File: src/rtl/ca_seq_checker_8bit.sv
// Receive-side checker for the 8-bit hybrid rule-90/150 CA test sequence.
// Seeds an internal CA model from received data (HUNT/VERIFY), then runs the
// model free and scores every valid word against it (LOCKED). Mismatches while
// locked produce an error pulse and bump a saturating counter; a run of
// LOSS_THRESH consecutive mismatches drops lock back to HUNT.
module ca_seq_checker_8bit #(
    parameter int LOCK_COUNT  = 4,   // consecutive matches needed to lock (1..15)
    parameter int LOSS_THRESH = 3,   // consecutive misses that drop lock (1..15)
    parameter int ERR_W       = 16   // error counter width
) (
    input  logic             clk_i,
    input  logic             rst_ni,
    input  logic             in_valid_i,
    input  logic [7:0]       in_data_i,
    input  logic             clear_i,
    output logic             locked_o,
    output logic             error_o,
    output logic             lock_lost_o,
    output logic [ERR_W-1:0] err_count_o
);

    typedef enum logic [1:0] {
        HUNT   = 2'd0,
        VERIFY = 2'd1,
        LOCKED = 2'd2
    } state_t;

    state_t             state_q, state_d;
    logic [7:0]         exp_q, exp_d;
    logic [3:0]         match_q, match_d;
    logic [3:0]         miss_q, miss_d;
    logic               locked_q, locked_d;
    logic               error_q, error_d;
    logic               lost_q, lost_d;
    logic [ERR_W-1:0]   cnt_q, cnt_d;

    logic               count_err;
    logic [4:0]         match_inc;
    logic [4:0]         miss_inc;

    // Next CA state: rule 150 cells at bits 5, 3, 1, rule 90 elsewhere,
    // with zero (null) boundaries beyond bit 7 and bit 0.
    function automatic logic [7:0] ca_next(input logic [7:0] s);
        logic [7:0] n;
        n[7] = s[6];
        n[6] = s[7] ^ s[5];
        n[5] = s[6] ^ s[5] ^ s[4];
        n[4] = s[5] ^ s[3];
        n[3] = s[4] ^ s[3] ^ s[2];
        n[2] = s[3] ^ s[1];
        n[1] = s[2] ^ s[1] ^ s[0];
        n[0] = s[1];
        return n;
    endfunction

    assign match_inc = {1'b0, match_q} + 5'd1;
    assign miss_inc  = {1'b0, miss_q} + 5'd1;

    // Next-state logic: FSM, CA model, run counters and registered outputs.
    always_comb begin
        state_d   = state_q;
        exp_d     = exp_q;
        match_d   = match_q;
        miss_d    = miss_q;
        error_d   = 1'b0;
        lost_d    = 1'b0;
        count_err = 1'b0;

        if (in_valid_i) begin
            unique case (state_q)
                HUNT: begin
                    // Zero is a fixed point of the CA, so it never seeds.
                    if (in_data_i != 8'h00) begin
                        exp_d   = ca_next(in_data_i);
                        match_d = 4'd0;
                        state_d = VERIFY;
                    end
                end
                VERIFY: begin
                    if (in_data_i == exp_q) begin
                        exp_d   = ca_next(in_data_i);
                        match_d = match_inc[3:0];
                        if (match_inc == 5'(LOCK_COUNT)) begin
                            miss_d  = 4'd0;
                            state_d = LOCKED;
                        end
                    end else if (in_data_i != 8'h00) begin
                        exp_d   = ca_next(in_data_i);
                        match_d = 4'd0;
                    end else begin
                        state_d = HUNT;
                    end
                end
                LOCKED: begin
                    // Free-running model: never reseeded from data here.
                    exp_d = ca_next(exp_q);
                    if (in_data_i == exp_q) begin
                        miss_d = 4'd0;
                    end else begin
                        error_d   = 1'b1;
                        count_err = 1'b1;
                        miss_d    = miss_inc[3:0];
                        if (miss_inc == 5'(LOSS_THRESH)) begin
                            lost_d  = 1'b1;
                            state_d = HUNT;
                        end
                    end
                end
                default: state_d = HUNT;
            endcase
        end

        // Clear takes priority over a same-edge increment.
        cnt_d = cnt_q;
        if (clear_i) begin
            cnt_d = '0;
        end else if (count_err && (cnt_q != {ERR_W{1'b1}})) begin
            cnt_d = cnt_q + {{(ERR_W-1){1'b0}}, 1'b1};
        end

        locked_d = (state_d == LOCKED);
    end

    // State and output registers with asynchronous active-low reset.
    always_ff @(posedge clk_i or negedge rst_ni) begin
        if (!rst_ni) begin
            state_q  <= HUNT;
            exp_q    <= 8'h00;
            match_q  <= 4'd0;
            miss_q   <= 4'd0;
            locked_q <= 1'b0;
            error_q  <= 1'b0;
            lost_q   <= 1'b0;
            cnt_q    <= '0;
        end else begin
            state_q  <= state_d;
            exp_q    <= exp_d;
            match_q  <= match_d;
            miss_q   <= miss_d;
            locked_q <= locked_d;
            error_q  <= error_d;
            lost_q   <= lost_d;
            cnt_q    <= cnt_d;
        end
    end

    assign locked_o    = locked_q;
    assign error_o     = error_q;
    assign lock_lost_o = lost_q;
    assign err_count_o = cnt_q;

endmodule

File: config.mk
export PLATFORM = sky130hd
export DESIGN_NAME = ca_seq_checker_8bit
export DESIGN_NICKNAME = d
export VERILOG_FILES = /design/src/rtl/ca_seq_checker_8bit.sv
export SDC_FILE = /design/constraint.sdc
export NUM_CORES = 1
export LEC_CHECK = 0
export CAP_MARGIN = 20
export CORE_ASPECT_RATIO = 0.6
export CORE_MARGIN = 3
export CORE_UTILIZATION = 50
export DETAILED_ROUTE_END_ITERATION = 10
export HOLD_SLACK_MARGIN = 0.12
export PLACE_DENSITY = 0.87
export SLEW_MARGIN = 20
export SYNTH_ARGS = -nofsm -noshare
export SYNTH_HDL_FRONTEND = slang
export SYNTH_SLANG_ARGS = --single-unit
export TNS_END_PERCENT = 5
File: constraint.sdc
create_clock -name clk_i -period 2.05 [get_ports clk_i]
set_clock_uncertainty 0.1 [all_clocks]
set_input_delay 0.615 -clock clk_i [delete_from_list [all_inputs] [get_ports clk_i]]
set_output_delay 0.615 -clock clk_i [all_outputs]
set_load 0.01 [all_outputs]
==> out/results.tsv <==
stage	metric	value	unit
critical_path	critPathTopFamily	simple AND/OR/NAND/NOR gates	
sta	setup_slack	-0.134	ns
outcome	status	complete, but fails checks	
clock_network	tritoncts	built	
logic_synthesis	synth-main-ff-cell	dfrtp_1	
placed_design	dp_hpwl	5130	um
logic_synthesis	syn-num-nets	266	
critical_path	required	2.13	ns
clock_network	cts-root-buf	clkbuf_8	
logic_synthesis	yosysSeqAreaShare	0.381	
placed_design	portBuffers	30	
clock_network	clock_latency	0.30	ns
sta	hold_viol	0	
clock_network	cts_hold_buf	0	
floorplanning	die_w	96.0	um
critical_path	r2r-start	err_count_o[0]	
finish	fillers	240	
critical_path	r2r_end	err_count_o[10]	
floorplanning	die_y	60.0	um
logic_synthesis	syn_avg_cell_area	9.87	sq um
clock_network	cts.clk_slew.worst_paths	0.08	ns
floorplanning	num_rows	18	
sta	finalMaxSlewViolations	0	
pwr	p_leak	0.00158	uW
logic_synthesis	synth_area	2430	sq um
min_path	min_path_type	in -> async	
pwr	ir_worst_vdd	0.769	mV
logic_synthesis	netlist_instances	246	
placed_design	place_area	3150	sq um
pwr	totalPowerFinal	2590	uW
finish	finalInstanceArea	3510	sq um
detailed_routing	ant_nets	0	
floorplanning	num_io_pins	31	
finish	ff_latch_area	928	sq um
detailed_routing	drt_wl_total	8200	um
outcome	failed_checks	negative setup slack	
critical_path	max_stage_delay	0.32	ns
sta	finalCriticalPeriod	2.18	ns
global_route	grt.overflow.total	0	
logic_synthesis	yosysTopAreaCellShare	0.381	
finish	layout.nets	340	
floorplanning	core	4390	sq um
detailed_routing	drt_first_pass_iters	8	
logic_synthesis	yosys.area.top_type	dfrtp_1	
job	maxCapViolations	0	
placed_design	gp_congestion	0.952	
sta	tightest_slew	0.455	ns
detailed_routing	drt_iter0_drc	344	
clock_network	clock_path_buffers	2	
logic_synthesis	synth_edf_count	0	
placed_design	place_ws	-0.687	ns
critical_path	critPathMaxFanout	5	
detailed_routing	wl_per_cell	21.5	um
critical_path	worst-path-buf-inv	2	
sta	finalCritPeriodShare	1.07	
sta	max_freq	458	MHz
sta	holdWs	0.151	ns
sta	rsz0062_at_grt	yes	
logic_synthesis	ys_warn_count	0	
logic_synthesis	async_reset_ff_frac	1.00	
detailed_routing	drc	0	
finish	multi_input_comb_area	1600	sq um
sta	max-slew-margin-rel	0.697	
critical_path	cp.arrival	2.27	ns
critical_path	reg2regPathDepth	8	
finish	drive_above_1_share	0.336	
critical_path	cp-start-kind	input pin	
sta	setup_viol	5	
critical_path	critical_path_class	in -> reg	
finish	syn_to_final_growth	44.6	%
global_route	grt_pass1_wl	12000	um
finish	final_util	0.799	
critical_path	r2r_setup_slack	-0.01	ns
logic_synthesis	synth_cell_type_count	45	
floorplanning	dieArea	5750	sq um
global_route	grt_max_degree	20	
critical_path	critPathSlowestCell	nor4_4	
logic_synthesis	ys_top_cells_by_area	dfrtp_1, xnor2_1, ha_1	
floorplanning	initial_core_util	0.553	
global_route	track_usage	0.283	
clock_network	htreeDepth	2	
clock_network	cts_buffers	5	
logic_synthesis	yosys_register_bits	37	
critical_path	endpoint_kind	register	
detailed_routing	routed_via_density	6.21	
finish	n_antenna_cell	0	
clock_network	cts_sinks	37	
detailed_routing	routed-via-count	2367	
pwr	power_density	738	nW/um^2
global_route	grt_pass1_vias	2328	
critical_path	path_cells	clkdlybuf4s15_2, buf_6, nor4_4, nand2_2, o21bai_4, a32oi_4, o211ai_1, and2_1	
global_route	antenna_found_initial	1	
==> metrics by stage <==
step	cells	setup TNS [ns]
detailed placement	370	-21.15
finish	381	-0.168
global placement	370	-17.91
CTS	379	-0.0393
floorplan	246	-0.0378
global route	381	-0.549
==> cell usage in the layout, fill, tap and decap left out, types with 4 or more instances in the layout <==
cell type,synthesis,routed
a22o_1,6,6
a32oi_1,5,5
buf_4,2,41
buf_6,2,8
clkbuf_8,0,6
clkdlybuf4s50_1,0,10
dfrtp_1,37,35
dlymetal6s2s_1,0,9
ha_1,8,8
inv_1,7,7
nand2_1,18,16
nand2b_1,6,6
nand3_1,8,8
nor2_1,22,20
nor4_4,3,5
o21ai_0,8,4
o22ai_1,4,4
o2bb2ai_1,5,5
xnor2_1,43,35
xnor2_2,0,8
==> cells by family after synthesis <==
family | after synthesis | share of synthesized area
flops | 37 | 0.381
xor+xnor | 43 | 0.155
buf+inv | 22 | 0.0469
compound gates | 46 | 0.146
fa+ha+maj | 8 | 0.0412
mux | 1 | 0.00464
simple gates | 89 | 0.224
==> Yosys cell counts (2+ instances only) <==
cell type,number
nand3_1,8
a32oi_1,5
o22ai_1,4
o2bb2ai_1,5
xnor2_1,43
a21oi_1,4
inv_1,7
nor2_1,22
and3_1,4
and2_1,3
buf_4,2
a31oi_1,2
buf_2,7
nor3b_1,2
nand2b_1,6
ha_1,8
nor4b_1,2
clkbuf_1,3
nor4_4,3
o21a_1,2
a22o_1,6
buf_6,2
nand4_2,3
o21ai_0,8
nand2_1,18
dfrtp_1,37
nor4_1,6
o21ai_2,2
nor2b_1,3
nor3_1,3
nor4b_2,2
==> layout make-up <==
cell class | count | area share
Clock buffer | 6 | 0.0235
Clock inverter | 2 | 0.0107
Inverter | 7 | 0.00749
Multi-Input combinational cell | 187 | 0.456
Sequential cell | 37 | 0.265
Tap cell | 60 | 0.0214
Timing Repair Buffer | 82 | 0.217
==> timing repair <==
action | in CTS | in global routing
buffers inserted | 1 | 2
resized for setup | 44 | 27
setup endpoints to repair | 39 | 46
pin swaps | 13 | 12
hold endpoints to repair | 0 | 0
==> flip-flops by register name, summed over array words and instances (netlist names) <==
| name | count |
|---|---|
| match_q | 4 |
| locked_o | 1 |
| lock_lost_o | 1 |
| exp_q | 8 |
| miss_q | 4 |
| state_q | 2 |
| err_count_o | 16 |
| error_o | 1 |
==> worst max-delay path by stage <==
stage / start / end / slack [ns] / cells after the start
after global placement: in_data_i[4] / state_q[1] / -0.60 / 8
after floorplan: in_data_i[1] / err_count_o[3] / -0.008 / 8
final: in_data_i[2] / state_q[1] / -0.13 / 8
after detailed placement: in_data_i[2] / locked_o / -0.69 / 7
after global routing: in_data_i[1] / state_q[1] / -0.15 / 8
after CTS: in_data_i[0] / state_q[1] / -0.02 / 8
==> power breakdown <==
group          leakage [uW]  internal (uW)  switching, uW  total (uW)
Sequential         0.000500            790           98.4         888
Clock             0.0000574            396            298         694
Combinational       0.00103            447            559        1010
Total               0.00158           1630            955        2590
==> metal layers <==
metal / vias up / wire length [um] / GRT usage
met5: - / 0 / 0
met4: 0 / 328 / 0.0810
met3: 54 / 962 / 0.0830
met2: 197 / 3560 / 0.428
met1: 1096 / 3350 / 0.397
li1: 1020 / - / -
(Power assumes the default switching activity.)
